--- config.mk ---
export PLATFORM = sky130hd
export DESIGN_NAME = regfile_gen_flat
export DESIGN_NICKNAME = d
export VERILOG_FILES = /design/src/rtl/regfile_gen_pkg.sv /design/src/rtl/regfile_gen_if.sv /design/src/rtl/regfile_gen_sp_unit.sv /design/src/rtl/regfile_gen.sv /design/src/flat_wrapper.sv
export SDC_FILE = /design/constraint.sdc
export NUM_CORES = 1
export LEC_CHECK = 0
export CORE_ASPECT_RATIO = 1.1
export CORE_MARGIN = 4
export CORE_UTILIZATION = 51
export CTS_CLUSTER_SIZE = 25
export DETAILED_ROUTE_END_ITERATION = 8
export PLACE_DENSITY = 0.81
export RECOVER_POWER = 50
export SYNTH_ARGS = -nofsm -noshare
export SYNTH_HDL_FRONTEND = slang
export SYNTH_SLANG_ARGS = --single-unit
--- constraint.sdc ---
create_clock -name clk -period 3.2 [get_ports clk]
set_input_delay 0.64 -clock clk [delete_from_list [all_inputs] [get_ports clk]]
set_output_delay 0.64 -clock clk [all_outputs]
set_load 0.02 [all_outputs]
--- src/rtl/regfile_gen_pkg.sv ---
// rtl/regfile_gen_pkg.sv - shared constants and enums for the parametrised register file
package regfile_pkg;

    // Fixed register roles; indices 4..NREGS-1 are general purpose
    localparam int REG_A  = 0;
    localparam int REG_D  = 1;
    localparam int REG_SP = 2;
    localparam int REG_RA = 3;

    // Width of the immediate payload carried by one instruction word
    localparam int IMM_W = 15;

    // Encoding 2'b11 is reserved and behaves as SP_NONE
    typedef enum logic [1:0] {
        SP_NONE = 2'b00,
        SP_PUSH = 2'b01,
        SP_POP  = 2'b10
    } sp_op_e;

    typedef enum logic {
        IMM_IDLE    = 1'b0,
        IMM_LO_PEND = 1'b1
    } imm_state_e;

endpackage

--- src/rtl/regfile_gen_if.sv ---
// rtl/regfile_gen_if.sv - decoder/ALU facing bundle of the register file
interface regfile_gen_if #(
    parameter int WIDTH = 16,
    parameter int NREGS = 4
);
    localparam int SW = $clog2(NREGS);

    logic [SW-1:0]    rx_sel;
    logic [SW-1:0]    ry_sel;
    logic [SW-1:0]    t_sel;
    logic             wr_en;
    logic [SW-1:0]    wr_sel;
    logic [WIDTH-1:0] wr_data;
    logic             imm_valid;
    logic             imm_hi;
    logic [14:0]      imm_data;
    logic [1:0]       sp_op;

    logic [WIDTH-1:0] rx_data;
    logic [WIDTH-1:0] ry_data;
    logic [WIDTH-1:0] t_data;
    logic [WIDTH-1:0] sp_data;
    logic [WIDTH-1:0] sp_addr;
    logic             sp_wrap;
    logic             imm_pend;

    // Decoder/ALU side
    modport master (
        output rx_sel, ry_sel, t_sel, wr_en, wr_sel, wr_data,
        output imm_valid, imm_hi, imm_data, sp_op,
        input  rx_data, ry_data, t_data, sp_data, sp_addr, sp_wrap, imm_pend
    );

    // Register file side
    modport slave (
        input  rx_sel, ry_sel, t_sel, wr_en, wr_sel, wr_data,
        input  imm_valid, imm_hi, imm_data, sp_op,
        output rx_data, ry_data, t_data, sp_data, sp_addr, sp_wrap, imm_pend
    );

endinterface

--- src/rtl/regfile_gen_sp_unit.sv ---
// rtl/regfile_gen_sp_unit.sv - stack pointer next-value, address and wrap detection
module regfile_sp_unit
    import regfile_pkg::*;
#(
    parameter int WIDTH = 16
) (
    input  logic [WIDTH-1:0] sp_i,
    input  logic [1:0]       sp_op_i,
    output logic [WIDTH-1:0] sp_next_o,
    output logic [WIDTH-1:0] sp_addr_o,
    output logic             wrap_o
);

    // Push pre-decrements (address is the new SP), pop post-increments
    // (address is the current SP); both wrap modulo 2^WIDTH.
    always_comb begin
        sp_next_o = sp_i;
        sp_addr_o = sp_i;
        wrap_o    = 1'b0;
        case (sp_op_i)
            SP_PUSH: begin
                sp_next_o = sp_i - 1'b1;
                sp_addr_o = sp_i - 1'b1;
                wrap_o    = (sp_i == '0);
            end
            SP_POP: begin
                sp_next_o = sp_i + 1'b1;
                sp_addr_o = sp_i;
                wrap_o    = (sp_i == '1);
            end
            default: ;
        endcase
    end

endmodule

--- src/rtl/regfile_gen.sv ---
// rtl/regfile_gen.sv - parametrised register file with bypass, wide immediate and SP unit
module regfile_gen
    import regfile_pkg::*;
#(
    parameter int WIDTH  = 16,
    parameter int NREGS  = 4,
    parameter int BYPASS = 1
) (
    input  logic         clk,
    input  logic         rst,
    regfile_gen_if.slave bus
);

    localparam int             SW       = $clog2(NREGS);
    localparam logic [SW-1:0]  SEL_A    = SW'(REG_A);
    localparam logic [SW-1:0]  SEL_SP   = SW'(REG_SP);
    localparam bit             WIDE_IMM = (WIDTH > IMM_W);
    localparam int             HI_W     = WIDE_IMM ? (WIDTH - IMM_W) : 1;

    logic [WIDTH-1:0] regs_q [NREGS];
    logic [WIDTH-1:0] regs_d [NREGS];
    imm_state_e       state_q;
    logic             imm_pend_q;
    logic             sp_wrap_q;

    logic [WIDTH-1:0] sp_next;
    logic [WIDTH-1:0] sp_addr;
    logic             sp_wrap_evt;
    logic             wr_a;
    logic             wr_sp;
    logic             imm_lo_load;
    logic             imm_hi_load;
    logic [WIDTH-1:0] imm_lo_val;
    logic [WIDTH-1:0] imm_hi_val;

    regfile_sp_unit #(.WIDTH(WIDTH)) u_sp (
        .sp_i      (regs_q[REG_SP]),
        .sp_op_i   (bus.sp_op),
        .sp_next_o (sp_next),
        .sp_addr_o (sp_addr),
        .wrap_o    (sp_wrap_evt)
    );

    assign wr_a  = bus.wr_en && (bus.wr_sel == SEL_A);
    assign wr_sp = bus.wr_en && (bus.wr_sel == SEL_SP);

    // Narrow files take the whole (truncated) payload in one cycle; wide
    // files only accept the high phase right after a low phase.
    assign imm_lo_load = bus.imm_valid && (!WIDE_IMM || !bus.imm_hi);
    assign imm_hi_load = WIDE_IMM && bus.imm_valid && bus.imm_hi &&
                         (state_q == IMM_LO_PEND);

    assign imm_lo_val = WIDTH'(bus.imm_data);

    // High phase fills A[WIDTH-1:15] and keeps the low 15 bits already loaded
    if (WIDE_IMM) begin : g_wide_imm
        assign imm_hi_val = {HI_W'(bus.imm_data), regs_q[REG_A][IMM_W-1:0]};
    end else begin : g_narrow_imm
        assign imm_hi_val = regs_q[REG_A];
    end

    // Next-state for storage: SP op lowest, then immediate, then the write port
    always_comb begin
        for (int i = 0; i < NREGS; i++) begin
            regs_d[i] = regs_q[i];
        end
        regs_d[REG_SP] = sp_next;
        if (imm_lo_load) begin
            regs_d[REG_A] = imm_lo_val;
        end else if (imm_hi_load) begin
            regs_d[REG_A] = imm_hi_val;
        end
        if (bus.wr_en) begin
            regs_d[bus.wr_sel] = bus.wr_data;
        end
    end

    // Storage array update
    always_ff @(posedge clk) begin
        for (int i = 0; i < NREGS; i++) begin
            if (rst) begin
                regs_q[i] <= '0;
            end else begin
                regs_q[i] <= regs_d[i];
            end
        end
    end

    // Sticky wrap flag; an explicit SP write both wins over the op and clears it
    always_ff @(posedge clk) begin
        if (rst || wr_sp) begin
            sp_wrap_q <= 1'b0;
        end else if (sp_wrap_evt) begin
            sp_wrap_q <= 1'b1;
        end
    end

    // Immediate phase tracker; a write to A cancels a pending high phase
    always_ff @(posedge clk) begin
        if (rst || !WIDE_IMM || wr_a) begin
            state_q    <= IMM_IDLE;
            imm_pend_q <= 1'b0;
        end else if (bus.imm_valid && !bus.imm_hi) begin
            state_q    <= IMM_LO_PEND;
            imm_pend_q <= 1'b1;
        end else begin
            state_q    <= IMM_IDLE;
            imm_pend_q <= 1'b0;
        end
    end

    // Combinational read ports with optional same-cycle write forwarding
    always_comb begin
        bus.rx_data = regs_q[bus.rx_sel];
        bus.ry_data = regs_q[bus.ry_sel];
        bus.t_data  = regs_q[bus.t_sel];
        if (BYPASS != 0 && bus.wr_en) begin
            if (bus.wr_sel == bus.rx_sel) bus.rx_data = bus.wr_data;
            if (bus.wr_sel == bus.ry_sel) bus.ry_data = bus.wr_data;
            if (bus.wr_sel == bus.t_sel)  bus.t_data  = bus.wr_data;
        end
    end

    assign bus.sp_data  = regs_q[REG_SP];
    assign bus.sp_addr  = sp_addr;
    assign bus.sp_wrap  = sp_wrap_q;
    assign bus.imm_pend = imm_pend_q;

endmodule

--- src/flat_wrapper.sv ---
// flat-port wrapper written by rule: the top's interface ports become plain ports
module regfile_gen_flat import regfile_pkg::*;
#(
    parameter int WIDTH  = 16,
    parameter int NREGS  = 4,
    parameter int BYPASS = 1
)
  (clk, rst, bus_rx_sel, bus_ry_sel, bus_t_sel, bus_wr_en, bus_wr_sel, bus_wr_data, bus_imm_valid, bus_imm_hi, bus_imm_data, bus_sp_op, bus_rx_data, bus_ry_data, bus_t_data, bus_sp_data, bus_sp_addr, bus_sp_wrap, bus_imm_pend);
  regfile_gen_if #(.WIDTH(WIDTH), .NREGS(NREGS)) bus_i ();
  input  logic clk;
  input  logic rst;
  input wire logic [$bits(bus_i.rx_sel)-1:0] bus_rx_sel;
  input wire logic [$bits(bus_i.ry_sel)-1:0] bus_ry_sel;
  input wire logic [$bits(bus_i.t_sel)-1:0] bus_t_sel;
  input wire logic [$bits(bus_i.wr_en)-1:0] bus_wr_en;
  input wire logic [$bits(bus_i.wr_sel)-1:0] bus_wr_sel;
  input wire logic [$bits(bus_i.wr_data)-1:0] bus_wr_data;
  input wire logic [$bits(bus_i.imm_valid)-1:0] bus_imm_valid;
  input wire logic [$bits(bus_i.imm_hi)-1:0] bus_imm_hi;
  input wire logic [$bits(bus_i.imm_data)-1:0] bus_imm_data;
  input wire logic [$bits(bus_i.sp_op)-1:0] bus_sp_op;
  output wire logic [$bits(bus_i.rx_data)-1:0] bus_rx_data;
  output wire logic [$bits(bus_i.ry_data)-1:0] bus_ry_data;
  output wire logic [$bits(bus_i.t_data)-1:0] bus_t_data;
  output wire logic [$bits(bus_i.sp_data)-1:0] bus_sp_data;
  output wire logic [$bits(bus_i.sp_addr)-1:0] bus_sp_addr;
  output wire logic [$bits(bus_i.sp_wrap)-1:0] bus_sp_wrap;
  output wire logic [$bits(bus_i.imm_pend)-1:0] bus_imm_pend;
  assign bus_i.rx_sel = bus_rx_sel;
  assign bus_i.ry_sel = bus_ry_sel;
  assign bus_i.t_sel = bus_t_sel;
  assign bus_i.wr_en = bus_wr_en;
  assign bus_i.wr_sel = bus_wr_sel;
  assign bus_i.wr_data = bus_wr_data;
  assign bus_i.imm_valid = bus_imm_valid;
  assign bus_i.imm_hi = bus_imm_hi;
  assign bus_i.imm_data = bus_imm_data;
  assign bus_i.sp_op = bus_sp_op;
  assign bus_rx_data = bus_i.rx_data;
  assign bus_ry_data = bus_i.ry_data;
  assign bus_t_data = bus_i.t_data;
  assign bus_sp_data = bus_i.sp_data;
  assign bus_sp_addr = bus_i.sp_addr;
  assign bus_sp_wrap = bus_i.sp_wrap;
  assign bus_imm_pend = bus_i.imm_pend;
  regfile_gen #(.WIDTH(WIDTH), .NREGS(NREGS), .BYPASS(BYPASS)) u_core (.clk(clk), .rst(rst), .bus(bus_i));
endmodule
==> summary.md, run 1 <==
| Metric | Value |
|---|---|
| Post-route setup slack | `13.4 ps` |
| Most frequent cell after synthesis | `nand2_1` |
| Drt drc | `0` |
| Post-DRT Antenna Nets | `0` |
| Htree depth | `3` |
| Count of TritonRoute iterations in the first routing pass | `5` |
| Place WS | `-289 ps` |
| Fin. Hold Viols | `0` |
| Reg2Reg Setup Slack | `1120 ps` |
| Via density | `6.53` |
| Nets | `793` |
| Clk buf depth | `2` |
| Tot Pwr | `3.19 mW` |
| Unique masters post-synth | `64` |
| Fmax achieved | `314 MHz` |
| Syn Nets | `656` |
| Layout Utilization | `0.723` |
| Setup crit end | `bus_rx_data[15]` |
| Most used DFF post-synth | `dfxtp_1` |
| Top-area cell type share of the netlist area | `0.241` |
| Area occupied by multi-input gates | `3870 µm²` |
| Final setup violation count | `0` |
| Layout Skew | `4.27 ps` |
| Critical path type | `primary input to output pin` |
| Tmin final | `3190 ps` |
| Num rows | `39` |
| P per Cell Area | `423 nW/µm²` |
| Sequential share of the synthesized area | `0.241` |
| Insertion delay to the later sink of the worst-skew pair | `330 ps` |
| Worst Setup SP | `bus_wr_sel[0]` |
| CP top delay family | `buffers and inverters` |
| Pin count of the biggest net entering global routing | `34` |
| Clock sinks | `66` |
| Placed Instances | `871` |
| Syn Area/Cell | `9.06 µm²` |
| GRT Resource Usage Total | `0.307` |
| Top cell type by total area after synthesis | `dfxtp_1` |
| Slew HR | `0.222` |
| Height of the chip | `117 µm` |
| First-pass GRT wire length | `29700 µm` |
| CP Cell Sequence | `clkdlybuf4s50_1, xnor2_1, nand3_1, buf_4, mux2_2, dlygate4sd2_1` |
| Post-Layout Cell Count | `889` |
| Worst-margin pin slew | `1170 ps` |
| TritonCTS Buffers | `9` |
| Critical Path RT | `2560 ps` |
| Critical Path Stages | `6` |
| Wire length per cell | `22.7 µm` |
| Worst setup SP type | `primary input` |
| Diode count | `0` |
| Input/output buffers | `127` |
| Dpl hpwl | `13500 µm` |
| Crit path DAT | `2550 ps` |
| Share of post-route cells with drive strength above 1 | `0.249` |
| Synth top cells by count | `nand2_1, dfxtp_1, mux2_2` |
| Worst Hold Slack | `486 ps` |
| Number of DRC markers in iteration 0 | `583` |
| Reg2Reg Depth | `6` |
| Worst R2R Start | `u_core.regs_q[2][3]` |
| YS warnings | `0` |
| Pleak | `3.11 nW` |
| Register Area | `1320 µm²` |
| Max Cap Violations | `0` |
| RSZ-0062 raised after global routing | `no` |
| Area Overhead vs Synth | `37.7%` |
| EDFF count, synth | `0` |
| Antenna violations before repair | `0` |
| R2R Path End | `u_core.regs_q[2][14]` |
| Core ar. | `10400 µm²` |
| Die area | `12500 µm²` |
| Initial Utilization | `0.525` |
| CTS tree | `yes` |
| I/O pin cnt | `128` |
| Critical path buffer and inverter count | `3` |
| Vias in the first global route | `5503` |
| Final period utilization | `0.996` |
| Worst Path Max Fanout | `6` |
| Cells after synthesis | `605` |
| Vias post-DR | `5807` |
| Status | `finished clean` |
| Gr ovfl total | `0` |
| Async S/R FF share, synth | `0` |
| Final Max Tran Viols | `0` |
| Mapped Area | `5480 µm²` |
| Fillers | `819` |
| IR drop worst, VDD | `300 µV` |
| Top area cells in the synthesized netlist | `dfxtp_1, mux4_2, mux2_2` |
| Hold Crit Class | `register to register` |
| Clk slew on worst S/H paths | `50 ps` |
| CTS Root Cell | `clkbuf_16` |
| Seq cells post-synth | `66` |
| Die Span X | `107 µm` |
| Crit-path slowest cell | `clkdlybuf4s50_1` |
| Hold_buf cts | `0` |
| GP Congestion | `0.897` |
| CP peak stage delay | `580 ps` |
| WL final | `20100 µm` |
| Crit end category | `output pin` |
-- metal layers --
metal | GRT usage | part of all wire | vias to the layer above
met4 | 0.116 | 0.039 | 0
met2 | 0.537 | 0.51 | 410
li1 | - | - | 2534
met5 | 0 | 0 | -
met1 | 0.383 | 0.37 | 2793
met3 | 0.0514 | 0.083 | 70
-- final cells by class --
| type | instances | area share |
|---|---|---|
| clock inverter | 6 | 0.0152 |
| timing repair buffer | 190 | 0.238 |
| multi-input combinational | 465 | 0.513 |
| tap | 143 | 0.0237 |
| clock buffer | 9 | 0.0298 |
| sequential | 66 | 0.175 |
| inverter | 10 | 0.00497 |
-- per-stage QoR --
| stage | TNS (ps) | instance area (µm²) |
|---|---|---|
| final | 0 | 7550 |
| after global routing | 0 | 7550 |
| after CTS | 0 | 7470 |
| after detailed placement | -9200 | 7200 |
| after global placement | -8140 | 7200 |
| after floorplan | 0 | 5480 |
-- timing repair --
action / in CTS / in global routing
pin swaps: 0 / 0
buffers inserted: 0 / 0
endpoints found under the setup margin: 61 / 8
gates cloned: 0 / 3
gates resized for setup: 59 / 5
-- where the power goes --
part           switching, mW  total (mW)  internal (mW)
clock network          0.386        1.15          0.761
registers             0.0497       0.918          0.868
logic                  0.609        1.13          0.520
-- tightest hold or removal path: cells and delay by family (launching register included) --
kind	cells	cell delay, ps
and+or+nand+nor	1	60
AOI/OAI and AO/OA	1	50
DFF	1	330
-- how the worst min path moves through the flow --
stage / end / slack (ps) / cells after the start
floorplan: register / 450 / 2
global placement: register / 460 / 2
detailed placement: register / 470 / 2
CTS: register / 480 / 2
global route: register / 500 / 2
finish: register / 490 / 2
-- placed cells by master (no fill, tap or decap), types with 4 or more instances in the layout --
| cell type | synthesis | final |
|---|---|---|
| ha_1 | 5 | 4 |
| clkbuf_1 | 44 | 4 |
| mux2_2 | 50 | 50 |
| inv_1 | 10 | 10 |
| nand3b_1 | 8 | 8 |
| nand4_1 | 7 | 7 |
| o21ai_0 | 16 | 17 |
| a21oi_1 | 48 | 48 |
| buf_4 | 1 | 49 |
| mux2i_1 | 17 | 17 |
| buf_12 | 0 | 7 |
| mux4_2 | 45 | 45 |
| clkdlybuf4s50_1 | 0 | 48 |
| nor4_1 | 8 | 7 |
| nand2_1 | 92 | 92 |
| a211oi_1 | 22 | 22 |
| clkbuf_16 | 0 | 12 |
| nor3_1 | 14 | 14 |
| dfxtp_1 | 66 | 66 |
| nand3_1 | 15 | 15 |
| dlygate4sd3_1 | 0 | 17 |
| dlygate4sd2_1 | 0 | 58 |
| xor2_1 | 7 | 7 |
| nor2_1 | 32 | 32 |
| xnor2_1 | 17 | 17 |
-- kinds of logic after synthesis --
group,count (synthesis),share of synthesized area
flip-flops,66,0.241
AND/OR/NAND/NOR,206,0.187
adder cells (fa/ha/maj),5,0.0114
XOR/XNOR,24,0.0383
AO/OA/AOI/OAI,115,0.134
multiplexers,115,0.333
buffers and inverters,74,0.0561
No activity file was read; power rests on OpenSTA's default activity.
==> run 2: changes to the inputs <==
--- a/config.mk
+++ b/config.mk
@@ -10,6 +10,7 @@
 export CORE_UTILIZATION = 51
 export CTS_CLUSTER_SIZE = 25
 export DETAILED_ROUTE_END_ITERATION = 8
+export MAX_ROUTING_LAYER = met4
 export PLACE_DENSITY = 0.81
 export RECOVER_POWER = 50
 export SYNTH_ARGS = -nofsm -noshare
==> summary.md, run 2 (synthesized netlist as in run 1, its figures left out) <==
| Metric | Value |
|---|---|
| First-pass GRT wire length | `30700 µm (+3.5%)` |
| Diode count | `0 (unchanged)` |
| CP peak stage delay | `590 ps (about the same)` |
| Clk slew on worst S/H paths | `60 ps (about the same)` |
| Layout Skew | `4.37 ps (+0.107 ps)` |
| Crit path DAT | `2500 ps (-50 ps)` |
| P per Cell Area | `424 nW/µm² (+0.26%)` |
| R2R Path End | `u_core.regs_q[2][14]` |
| Drt drc | `0 (unchanged)` |
| Register Area | `1320 µm² (unchanged)` |
| Most common cell after layout, fill and taps aside | `nand2_1` |
| Antenna violations before repair | `0 (unchanged)` |
| Die Span X | `107 µm (unchanged)` |
| GP Congestion | `0.921 (+2.6%)` |
| Final period utilization | `0.982 (-0.0139)` |
| Critical path buffer and inverter count | `1 (-2)` |
| Max Cap Violations | `0 (unchanged)` |
| Hold_buf cts | `0 (unchanged)` |
| Die area | `12500 µm² (unchanged)` |
| Height of the chip | `117 µm (unchanged)` |
| Clock sinks | `66 (unchanged)` |
| Critical Path RT | `2560 ps (about the same)` |
| Via density | `6.56 (+0.36%)` |
| Worst setup SP type | `register` |
| Clk buf depth | `2 (unchanged)` |
| Gr ovfl total | `0 (unchanged)` |
| IR drop worst, VDD | `282 µV (-5.9%)` |
| Final Max Tran Viols | `0 (unchanged)` |
| TritonCTS Buffers | `9 (unchanged)` |
| Tmin final | `3140 ps (-44.6 ps)` |
| Post-Route Setup TNS | `0 ps (unchanged)` |
| Number of DRC markers in iteration 0 | `736 (+26%)` |
| Worst R2R Start | `u_core.regs_q[2][3]` |
| Fin. Hold Viols | `0 (unchanged)` |
| Hold Path Depth | `2 (unchanged)` |
| Most frequent cells in the layout | `nand2_1, dfxtp_1, dlygate4sd2_1` |
| Critical path type | `register to output pin` |
| Area Overhead vs Synth | `38.3%` |
| Setup Buffers After CTS | `0 (unchanged)` |
| Wire length per cell | `22.8 µm (+0.65%)` |
| Slew HR | `0.189 (-0.0333)` |
| Tot Pwr | `3.22 mW (+0.65%)` |
| I/O pin cnt | `128 (unchanged)` |
| Vias post-DR | `5815 (+0.14%)` |
| Fin area | `7580 µm² (+0.40%)` |
| Share of post-route cells with drive strength above 1 | `0.255 (+0.00605)` |
| Post-Layout Cell Count | `887 (-0.22%)` |
| Area occupied by multi-input gates | `3890 µm² (+0.45%)` |
| Htree depth | `3 (unchanged)` |
| Status | `finished clean` |
| Place WS | `-249 ps (+40.8 ps)` |
| Reg2Reg Depth | `6 (unchanged)` |
| Layout Utilization | `0.726 (+0.00287)` |
| Reg2Reg Setup Slack | `1000 ps (-120 ps)` |
| Insertion delay to the later sink of the worst-skew pair | `330 ps (about the same)` |
| CP Cell Sequence | `or4_4, or3_1, nor4_2, xnor2_1, dlygate4sd2_1` |
| Cell Area, Placed | `7180 µm² (-0.21%)` |
| Dpl hpwl | `13400 µm (-0.73%)` |
| Hold Crit Class | `register to register` |
| GRT Resource Usage Total | `0.327 (+0.0197)` |
| Num rows | `39 (unchanged)` |
| Vias in the first global route | `5732 (+4.2%)` |
| Placed Instances | `869 (-0.23%)` |
| Input/output buffers | `127 (unchanged)` |
| Fmax achieved | `318 MHz (+1.4%)` |
| CTS Root Cell | `clkbuf_16` |
| Pin count of the biggest net entering global routing | `45 (+32%)` |
| Post-route setup slack | `58.0 ps (+44.6 ps)` |
| CTS tree | `yes` |
| Post-DRT Antenna Nets | `0 (unchanged)` |
| Worst Path Max Fanout | `6 (unchanged)` |
| Count of TritonRoute iterations in the first routing pass | `5 (unchanged)` |
| WL final | `20200 µm (+0.43%)` |
| Worst-margin pin slew | `1220 ps (+49.9 ps)` |
| Nets | `791 (-0.25%)` |
| CP top delay family | `simple AND/OR/NAND/NOR gates` |
| Pleak | `3.19 nW (+2.5%)` |
| Initial Utilization | `0.525 (unchanged)` |
| Crit-path slowest cell | `or4_4` |
| Final setup violation count | `0 (unchanged)` |
| Fillers | `810 (-1.1%)` |
| Core ar. | `10400 µm² (unchanged)` |
| Crit end category | `output pin` |
| Worst Hold Slack | `482 ps (-3.70 ps)` |
run 2: changes by cell type in the layout (fill, tap and decap cells not counted), moves of 2 or more:
cell	before	now
buf_4	49	47
clkdlybuf4s50_1	48	44
dlygate4sd2_1	58	55
dlymetal6s2s_1	3	8
nor3_1	14	12
nor3_2	0	2
run 2: layout make-up:
class / instances / area share
clock inverter: 6 / 0.0152
inverter: 10 / 0.00495
tap: 143 / 0.0236
sequential: 66 / 0.174
timing repair buffer: 188 / 0.239
clock buffer: 9 / 0.0297
multi-input combinational: 465 / 0.513
run 2: worst max-delay path by stage:
stage                         from              end  slack (ps)  cells past startpoint
3_5_place_dp          bus_sp_op[0]  bus_sp_addr[14]        -250                      7
2_1_floorplan         bus_sp_op[1]  bus_sp_addr[10]         480                      7
4_1_cts               bus_t_sel[0]    bus_t_data[7]         0.6                      5
6_report       u_core.regs_q[2][9]  bus_sp_addr[15]          60                      5
5_1_grt        u_core.regs_q[2][9]  bus_sp_addr[15]        -0.4                      5
3_3_place_gp         bus_rx_sel[1]   bus_rx_data[6]        -200                      5
run 2: metal layers:
layer	track usage	share of wire
met5	-	0
met4	0.182	0.051
met3	0.0448	0.089
met2	0.538	0.50
met1	0.389	0.36
run 2: where the power goes:
part	switching (mW)	internal (mW)	leakage, nW	total (mW)
Clock	0.396	0.761	0.162	1.16
Combinational	0.606	0.525	2.48	1.13
Sequential	0.0584	0.868	0.539	0.927
Total	1.06	2.15	3.19	3.22
run 2: what timing repair did:
item	in CTS	in global routing
pin swaps	0	0
gates cloned	1	2
gates resized for setup	64	12
setup endpoints to repair	60	17
run 2: worst reg2reg max path, delay by kind of cell, from the launching register on:
kind / cells / cell delay (ps)
and+or+nand+nor: 2 / 830
DFF: 1 / 490
AOI/OAI and AO/OA: 3 / 530
buffers and inverters: 1 / 260
